[config.mk]
export PLATFORM = sky130hd
export DESIGN_NAME = sprite_scaler_stream
export DESIGN_NICKNAME = d
export VERILOG_FILES = /design/src/rtl/sprite_scaler_stream.sv
export SDC_FILE = /design/constraint.sdc
export NUM_CORES = 1
export LEC_CHECK = 0
export CAP_MARGIN = 20
export CORE_MARGIN = 5
export CORE_UTILIZATION = 30
export CTS_BUF_LIST = sky130_fd_sc_hd__clkbuf_16
export CTS_CLUSTER_DIAMETER = 60
export DETAILED_ROUTE_END_ITERATION = 8
export GPL_TIMING_DRIVEN = 0
export SLEW_MARGIN = 5
export SYNTH_ARGS = -nofsm -noshare
export SYNTH_HDL_FRONTEND = slang
export SYNTH_SLANG_ARGS = --single-unit
[constraint.sdc]
create_clock -name clk -period 6.7 [get_ports clk]
set_input_delay 1.34 -clock clk [delete_from_list [all_inputs] [get_ports clk]]
set_output_delay 1.34 -clock clk [all_outputs]
set_load 0.01 [all_outputs]
[src/rtl/sprite_scaler_stream.sv]
// Sprite source for the display path: streams one ROM sprite (or a solid background)
// upscaled by pixel and row replication over a valid/ready pixel interface.
module sprite_scaler_stream #(
  parameter int SRC_W = 80,
  parameter int SRC_H = 80,
  parameter int SCALE = 3,
  parameter int PIXEL_SIZE = 16,
  parameter int NUM_SPRITES = 5,
  parameter int ADDR_W = $clog2(NUM_SPRITES * SRC_W * SRC_H),
  parameter int SEL_W = 3,
  parameter logic [PIXEL_SIZE-1:0] BG_COLOR = 16'h001F
) (
  input  logic                  clk,
  input  logic                  rst,
  input  logic                  start,
  input  logic [SEL_W-1:0]      sel,
  input  logic                  mirror,
  output logic [ADDR_W-1:0]     mem_addr,
  input  logic [PIXEL_SIZE-1:0] mem_data,
  output logic [PIXEL_SIZE-1:0] pix_data,
  output logic                  pix_valid,
  input  logic                  pix_ready,
  output logic                  pix_sof,
  output logic                  pix_eol,
  output logic                  busy,
  output logic                  frame_done
);
  localparam int SPRITE_WORDS = SRC_W * SRC_H;
  localparam int HW = (SCALE > 1) ? $clog2(SCALE) : 1;
  localparam int XW = (SRC_W > 1) ? $clog2(SRC_W) : 1;
  localparam int YW = (SRC_H > 1) ? $clog2(SRC_H) : 1;

  typedef enum logic [2:0] {
    S_IDLE    = 3'd0,
    S_LOAD    = 3'd1,
    S_CAPTURE = 3'd2,
    S_STREAM  = 3'd3,
    S_FILL    = 3'd4,
    S_DONE    = 3'd5
  } state_t;

  state_t            state_r, state_nx_s;
  logic              mirror_r;
  logic [ADDR_W-1:0] base_r, row_off_r, row_off_nx_s, start_base_s;
  logic [HW-1:0]     hx_r, hx_nx_s, vy_r, vy_nx_s;
  logic [XW-1:0]     x_r, x_nx_s;
  logic [YW-1:0]     y_r, y_nx_s;
  logic              beat_s, start_bg_s;
  logic              last_hx_s, last_x_s, last_vy_s, last_y_s, frame_last_s;

  // x is the logical column; mirroring only changes which ROM word it maps to.
  function automatic logic [ADDR_W-1:0] addr_f(input logic [ADDR_W-1:0] base,
                                               input logic [ADDR_W-1:0] row_off,
                                               input logic [XW-1:0] x, input logic mir);
    logic [ADDR_W-1:0] col;
    if (mir) col = ADDR_W'(SRC_W - 1) - ADDR_W'(x);
    else     col = ADDR_W'(x);
    return base + row_off + col;
  endfunction

  function automatic logic eol_f(input logic [HW-1:0] hx, input logic [XW-1:0] x);
    return (hx == HW'(SCALE - 1)) && (x == XW'(SRC_W - 1));
  endfunction

  function automatic logic sof_f(input logic [HW-1:0] hx, input logic [XW-1:0] x,
                                 input logic [HW-1:0] vy, input logic [YW-1:0] y);
    return (hx == HW'(0)) && (x == XW'(0)) && (vy == HW'(0)) && (y == YW'(0));
  endfunction

  // State register.
  always_ff @(posedge clk or negedge rst) begin
    if (!rst) state_r <= S_IDLE;
    else      state_r <= state_nx_s;
  end

  // Beat acceptance and the next position in the replicated raster.
  always_comb begin
    beat_s       = pix_valid && pix_ready && ((state_r == S_STREAM) || (state_r == S_FILL));
    last_hx_s    = (hx_r == HW'(SCALE - 1));
    last_x_s     = (x_r == XW'(SRC_W - 1));
    last_vy_s    = (vy_r == HW'(SCALE - 1));
    last_y_s     = (y_r == YW'(SRC_H - 1));
    frame_last_s = last_hx_s && last_x_s && last_vy_s && last_y_s;
    start_bg_s   = (int'(sel) >= NUM_SPRITES);
    start_base_s = ADDR_W'(sel) * ADDR_W'(SPRITE_WORDS);
    hx_nx_s      = hx_r;
    x_nx_s       = x_r;
    vy_nx_s      = vy_r;
    y_nx_s       = y_r;
    row_off_nx_s = row_off_r;
    if (last_hx_s) begin
      hx_nx_s = HW'(0);
      if (last_x_s) begin
        x_nx_s = XW'(0);
        if (last_vy_s) begin
          vy_nx_s = HW'(0);
          if (last_y_s) begin
            y_nx_s       = YW'(0);
            row_off_nx_s = ADDR_W'(0);
          end else begin
            y_nx_s       = y_r + YW'(1);
            row_off_nx_s = row_off_r + ADDR_W'(SRC_W);
          end
        end else begin
          vy_nx_s = vy_r + HW'(1);
        end
      end else begin
        x_nx_s = x_r + XW'(1);
      end
    end else begin
      hx_nx_s = hx_r + HW'(1);
    end
  end

  // Next-state logic.
  always_comb begin
    state_nx_s = state_r;
    case (state_r)
      S_IDLE: begin
        if (start) state_nx_s = start_bg_s ? S_FILL : S_LOAD;
        else       state_nx_s = S_IDLE;
      end
      S_LOAD:    state_nx_s = S_CAPTURE;
      S_CAPTURE: state_nx_s = S_STREAM;
      S_STREAM: begin
        if (beat_s && last_hx_s) state_nx_s = frame_last_s ? S_DONE : S_LOAD;
        else                     state_nx_s = S_STREAM;
      end
      S_FILL: begin
        if (beat_s && frame_last_s) state_nx_s = S_DONE;
        else                        state_nx_s = S_FILL;
      end
      S_DONE:  state_nx_s = S_IDLE;
      default: state_nx_s = S_IDLE;
    endcase
  end

  // Registered outputs, raster counters and per-frame latches.
  always_ff @(posedge clk or negedge rst) begin
    if (!rst) begin
      mem_addr   <= ADDR_W'(0);
      pix_data   <= PIXEL_SIZE'(0);
      pix_valid  <= 1'b0;
      pix_sof    <= 1'b0;
      pix_eol    <= 1'b0;
      busy       <= 1'b0;
      frame_done <= 1'b0;
      mirror_r   <= 1'b0;
      base_r     <= ADDR_W'(0);
      row_off_r  <= ADDR_W'(0);
      hx_r       <= HW'(0);
      x_r        <= XW'(0);
      vy_r       <= HW'(0);
      y_r        <= YW'(0);
    end else begin
      case (state_r)
        S_IDLE: begin
          if (start) begin
            busy      <= 1'b1;
            mirror_r  <= mirror;
            base_r    <= start_base_s;
            row_off_r <= ADDR_W'(0);
            hx_r      <= HW'(0);
            x_r       <= XW'(0);
            vy_r      <= HW'(0);
            y_r       <= YW'(0);
            if (start_bg_s) begin
              pix_data  <= BG_COLOR;
              pix_valid <= 1'b1;
              pix_sof   <= 1'b1;
              pix_eol   <= eol_f(HW'(0), XW'(0));
            end else begin
              mem_addr <= addr_f(start_base_s, ADDR_W'(0), XW'(0), mirror);
            end
          end
        end
        S_CAPTURE: begin
          pix_data  <= mem_data;
          pix_valid <= 1'b1;
          pix_sof   <= sof_f(hx_r, x_r, vy_r, y_r);
          pix_eol   <= eol_f(hx_r, x_r);
        end
        S_STREAM, S_FILL: begin
          if (beat_s) begin
            hx_r      <= hx_nx_s;
            x_r       <= x_nx_s;
            vy_r      <= vy_nx_s;
            y_r       <= y_nx_s;
            row_off_r <= row_off_nx_s;
            if (frame_last_s || (state_r == S_STREAM && last_hx_s)) begin
              pix_valid  <= 1'b0;
              pix_sof    <= 1'b0;
              pix_eol    <= 1'b0;
              frame_done <= frame_last_s;
              if (!frame_last_s) mem_addr <= addr_f(base_r, row_off_nx_s, x_nx_s, mirror_r);
            end else begin
              pix_sof <= sof_f(hx_nx_s, x_nx_s, vy_nx_s, y_nx_s);
              pix_eol <= eol_f(hx_nx_s, x_nx_s);
            end
          end
        end
        S_DONE: begin
          frame_done <= 1'b0;
          busy       <= 1'b0;
        end
        default: begin
          pix_valid <= 1'b0;
        end
      endcase
    end
  end
endmodule

==> impl_metrics.ini, run 1 <==
[yosys]
ys_top_cells_by_count = dfrtp_1 (79), nand2_1 (72), o21ai_0 (43), nor2_1 (41), ha_1 (34)
ys_ff_latch = 79
synth_ff_type = dfrtp_1
syn-cell-area_mm2 = 0.00524
yosys_warnings = 0
synth_edf_count = 0
synth_top_area_share = 0.377
synth_nets = 649
synth_cells = 584
yosysMostFrequentCell = dfrtp_1
ys_seq_area_frac = 0.377
synth_area_leader_cell = dfrtp_1
synth_area_leaders = dfrtp_1 (38%), ha_1 (8.1%), nand2_1 (5.2%)
yosys.cell_types.count = 64
async_reset_ff_frac = 1.00
syn_avg_cell_area_um2 = 8.98

[pwr]
p_int_mw = 1.23
power_leakage_nw = 2.88
power_frac_seq = 0.344
clkPwrFrac = 0.261
sw_frac_of_total = 0.352
p_comb_frac = 0.395
switching_power_mw = 0.668
power.density_mw_per_mm2 = 295
ir_drop_uv = 170

[routing]
wl_per_cell_um = 16.3
drc = 0
drt_pass1_iterations = 5
drt_iter0_drc = 355
viasPerCell = 5.21
ant_nets = 0
vias = 4606
totalWireLength_mm = 14.4

[worst_setup_path]
cp.arrival_ns = 5.02
worst_setup_path_start_kind = flip-flop
reg2reg_slack_ns = 1.90
worstSetupPathType = flip-flop to flip-flop
reg2reg_to = mem_addr[14]
cp-end-kind = flip-flop
worst_ep_required_time_ns = 6.92
crit_fanout = 8
r2r_cells = 16
timing.rr.start = x_r[1]

[global_route]
antenna_found_initial = 0
grt_pass1_vias = 4560
grt_pass1_wl_mm = 23.5
overflow = 0
track_usage = 0.146
grt_max_degree = 52

[flow_run]
drv_cap = 0

[cells_and_area]
utilization = 0.373
drive_above_1_share = 0.0668
syn2layout_area_growth_pct = 22.6
fin_nets = 720
diodes = 0

[clock_tree]
clk_path_buf_depth = 2
cts-buffers-inserted = 9
clkTransAtPathRegs_ns = 0.06
cts_tree = built
post-cts-setup-buffer-count = 0
insertion_delay_ns = 0.35
htree_levels = 3
clock-sinks = 79
root_buffer = clkbuf_16
cts_resized = 0
holdBufCountCts = 0

[timing]
hold_violations = 0
min_period_ns = 4.80
fmax_mhz = 208
finalSetupViolCount = 0
hold_ws_ns = 0.491
worstMarginPinSlew_ns = 1.00
rsz0062_at_grt = false
layout_worst_path_cycle_share = 0.716
slew_violations = 0
finClkSkew_ns = 0.00775
maxSlewHeadroom = 0.325
tns_ns = 0

[status]
status = finished clean

[floorplanning]
coreArea_mm2 = 0.0172
placementRows = 48
start_util = 0.304
die_width_um = 142
io-pin-count = 60
die-area_mm2 = 0.0202
die_h_um = 142

[placement]
gp_congestion = 0.844
dpl.hpwl_mm = 10.7
io_buffers = 59

[hold_path]
hold_end = frame_done
worst_hold_path_type = flip-flop to flip-flop
hold_depth = 2
hold_start = frame_done
## kinds of logic after synthesis
group | after synthesis | synth area share
and+or+nand+nor | 193 | 0.178
AOI/OAI and AO/OA | 175 | 0.223
DFF | 79 | 0.377
buffers and inverters | 59 | 0.0458
adders and majority gates | 41 | 0.108
xor gates and xnor gates | 28 | 0.0494
muxes | 9 | 0.0189
## through the flow
step / instance area [µm²] / setup WS [ns] / total power, mW / instances
3_3_place_gp: 6110 / 1.26 / 1.40 / 868
5_1_grt: 6430 / 1.57 / 2.02 / 884
4_1_cts: 6430 / 1.92 / 1.92 / 884
2_1_floorplan: 5240 / 2.73 / 1.07 / 584
6_report: 6430 / 1.90 / 1.90 / 884
3_5_place_dp: 6140 / 1.95 / 1.41 / 869
## worst max-delay path, stage by stage (launching register included)
cell and delay, ns:
dfrtp_1 0.51, ha_1 0.34, and3_1 0.18, buf_2 0.19, o211ai_1 0.10, and3_1 0.20, o21ai_0 0.79, inv_1 0.30
fa_1 0.45, ha_1 0.34, a21o_1 0.21, a21o_1 0.19, a21o_1 0.19, o21bai_1 0.19, o31a_1 0.27, xnor2_1 0.14
o21ai_1 0.09
## registers in the layout, summed over array words and instances (netlist names), 2 cells and up
| name | count |
|---|---|
| y_r | 7 |
| pix_data | 16 |
| state_r | 3 |
| vy_r | 2 |
| mem_addr | 15 |
| base_r | 6 |
| row_off_r | 15 |
| x_r | 7 |
| hx_r | 2 |
## cells in the final DEF (no fill, tap or decap), drive strengths merged, types with 8 or more instances in the layout
cell type and count:
dfrtp 79, nand2 72, clkdlybuf4s50 58, o21ai 50, nor2 41, ha 34
a21oi 31, clkbuf 31, inv 27, a22o 22, xnor2 14, xor2 13
nand3 12, nor3 12, buf 12, nor2b 11, o22ai 10, nand2b 10
a31oi 8
## power groups by stage
stage                     Sequential, mW  Clock (mW)  Combinational, mW
after floorplan                    0.694           0              0.378
after global placement             0.659           0              0.745
after detailed placement           0.660           0              0.752
after CTS                          0.653       0.507              0.757
after global routing               0.670       0.523              0.827
final                              0.652       0.494              0.750
## per-layer routing
| layer | routed length, µm | GRT usage | part of all wire |
|---|---|---|---|
| met1 | 6950 | 0.200 | 0.48 |
| met2 | 6380 | 0.222 | 0.44 |
| met3 | 694 | 0.0373 | 0.048 |
| met4 | 375 | 0.0581 | 0.026 |
| met5 | 0 | 0 | 0 |
## area by class of cell
| cell class | count | area [µm²] |
|---|---|---|
| Fill cell | 1779 | 10800 |
| Multi-Input combinational cell | 446 | 3030 |
| Sequential cell | 79 | 1980 |
| Timing Repair Buffer | 60 | 616 |
| Tap cell | 225 | 282 |
| Clock buffer | 9 | 225 |
| Buffer | 32 | 139 |
| Inverter | 27 | 101 |
| Clock inverter | 6 | 62.6 |
## worst max-delay path by stage
stage | from | endpoint | depth (start not counted)
2_1_floorplan | x_r[1] | mem_addr[14] | 16
3_3_place_gp | rst | pix_data[0] | 1
3_5_place_dp | x_r[1] | mem_addr[14] | 16
4_1_cts | x_r[1] | mem_addr[14] | 16
5_1_grt | x_r[1] | mem_addr[14] | 16
6_report | x_r[1] | mem_addr[14] | 16
(Power assumes the default switching activity.)
==> run 2: changes to the inputs <==
- clock period: 6.7 -> 3.9 ns (I/O delays scaled with it)
==> run 2 against run 1 <==
Effect of this change:
- clock skew hardly changed
- via count is 2.5% higher
- register-to-register slack worse by 1.8 ns
- hold slack worse by 0.068 ns
- cell area is 6.5% higher
- global-route usage hardly changed
- flip-flop and latch count stayed put
- sequential power is 72% higher
- utilization is 2.4 points higher
- non-clock buffer count is 13 higher
- die area stayed put
- critical endpoint unchanged
==> impl_metrics.ini, run 2 (same netlist as run 1, synthesis figures left out) <==
[timing]
worstMarginPinSlew_ns = 0.943
rsz0062_at_grt = true
slew_violations = 0
hold_ws_ns = 0.422
hold_violations = 0
fin_ws_ns = 0.0884
fmax_mhz = 262
finalSetupViolCount = 0
min_period_ns = 3.81
maxSlewHeadroom = 0.367
finClkSkew_ns = 0.00791
layout_worst_path_cycle_share = 0.977
tns_ns = 0

[floorplanning]
placementRows = 48
die_width_um = 142
start_util = 0.304
coreArea_mm2 = 0.0172
die_h_um = 142
die-area_mm2 = 0.0202
io-pin-count = 60

[placement]
dpl.hpwl_mm = 10.7
gp_congestion = 0.843
io_buffers = 59
placedInstanceArea_mm2 = 0.00614
place_inst = 869
post-place-ws_ns = -0.667

[status]
status = finished clean

[clock_tree]
clock-sinks = 79
cts-buffers-inserted = 9
insertion_delay_ns = 0.34
holdBufCountCts = 0
root_buffer = clkbuf_16
clkTransAtPathRegs_ns = 0.07
cts_tree = built
clk_path_buf_depth = 2
htree_levels = 3

[global_route]
antenna_found_initial = 0
grt_pass1_vias = 4555
grt_use_met1 = 0.208
overflow = 0
top_usage_layer = met2
grtUsageMet3 = 0.0296
grt_max_degree = 42
grt_pass1_wl_mm = 23.9
track_usage = 0.146
grt_util_met2 = 0.229

[worst_setup_path]
reg2reg_slack_ns = 0.09
reg2reg_to = mem_addr[14]
worstSetupPathType = flip-flop to flip-flop
worst_setup_path_start_kind = flip-flop
cp-end-kind = flip-flop
r2r_cells = 18
cp.arrival_ns = 4.03
worst_ep_required_time_ns = 4.12
crit_fanout = 7
timing.rr.start = x_r[1]

[cells_and_area]
finalInstanceArea_mm2 = 0.00684
fin_nets = 733
layout_common_cells = dfrtp_1 (77), nand2_1 (70), clkdlybuf4s50_1 (58), o21ai_0 (39), nor2_1 (38)
utilization = 0.397
fin_cells = 898
nFillCells = 1716
largest_register = pix_data
syn2layout_area_growth_pct = 30.5
final_common_cell = dfrtp_1
largest_register_ffs = 16
diodes = 0
drive_above_1_share = 0.149
top_regs = pix_data (16), mem_addr (15), row_off_r (15)

[routing]
vias = 4722
ant_nets = 0
drt_pass1_iterations = 4
drc = 0
wl_per_cell_um = 16.5
drt_iter0_drc = 346
totalWireLength_mm = 14.8
viasPerCell = 5.26

[hold_path]
worst_hold_path_type = primary input to async pin

[pwr]
ir_drop_uv = 290
power_leakage_nw = 3.04
power.density_mw_per_mm2 = 490
finalPower_mw = 3.35

[flow_run]
drv_cap = 0
[run 2: cell types whose count changed in the layout (fill, tap and decap cells not counted), sizes merged]
cell and delta:
buf +15, clkbuf -2, inv +3, clkinv -3, clkinvlp +1
[run 2: worst max path at each step]
| stage | from | endpoint | depth (start not counted) |
|---|---|---|---|
| final | x_r[1] | mem_addr[14] | 18 |
| after global routing | x_r[5] | mem_addr[11] | 16 |
| after global placement | rst | pix_eol | 1 |
| after detailed placement | x_r[1] | mem_addr[11] | 16 |
| after floorplan | x_r[5] | mem_addr[9] | 15 |
| after CTS | hx_r[0] | mem_addr[14] | 16 |
[run 2: cell type report]
cell class,count,area [µm²],area share
plain buffers,29,143,0.0208
clock buffers,9,225,0.0329
well taps,225,282,0.0411
flip-flops and latches,79,1980,0.289
clock inverters,7,78.8,0.0115
inverters,27,101,0.0148
multi-input cells,446,3290,0.480
repair buffers,76,748,0.109
[run 2: timing repair]
item                       4_1_cts  5_1_grt
pin swaps                        3        9
resized for setup               34       31
setup endpoints to repair       10        7
setup buffers                    5       11
[run 2: where the power goes]
part	total (mW)	leakage, nW	switching [mW]	internal [mW]
logic	1.35	1.89	0.707	0.648
clock network	0.881	0.139	0.378	0.503
registers	1.12	1.01	0.111	1.01
total	3.35	3.04	1.19	2.16
[run 2: worst max-delay path, cell delays in order, from the launching register on]
cell and delay (ns):
dfrtp_2 0.39, ha_4 0.17, and3_1 0.17, buf_4 0.16, nand2_1 0.12, nor3b_2 0.24
a21oi_2 0.08, ha_2 0.21, ha_1 0.28, mux2_2 0.27, ha_1 0.32, ha_4 0.19
nor3_1 0.13, o21ai_1 0.14, a31oi_4 0.25, o21bai_2 0.11, o31a_1 0.25, xnor2_1 0.14
o21ai_1 0.08
[run 2: layer usage]
layer / up-vias / wire (µm)
met3: 18 / 798
met2: 129 / 6930
met5: - / 0
li1: 2270 / -
met1: 2305 / 6870
met4: 0 / 212
==> run 3: changes to the inputs <==
- CAP_MARGIN: 20 -> 10
==> results of run 3 <==
Final layout, timing and power as in run 2 (identical DEF).
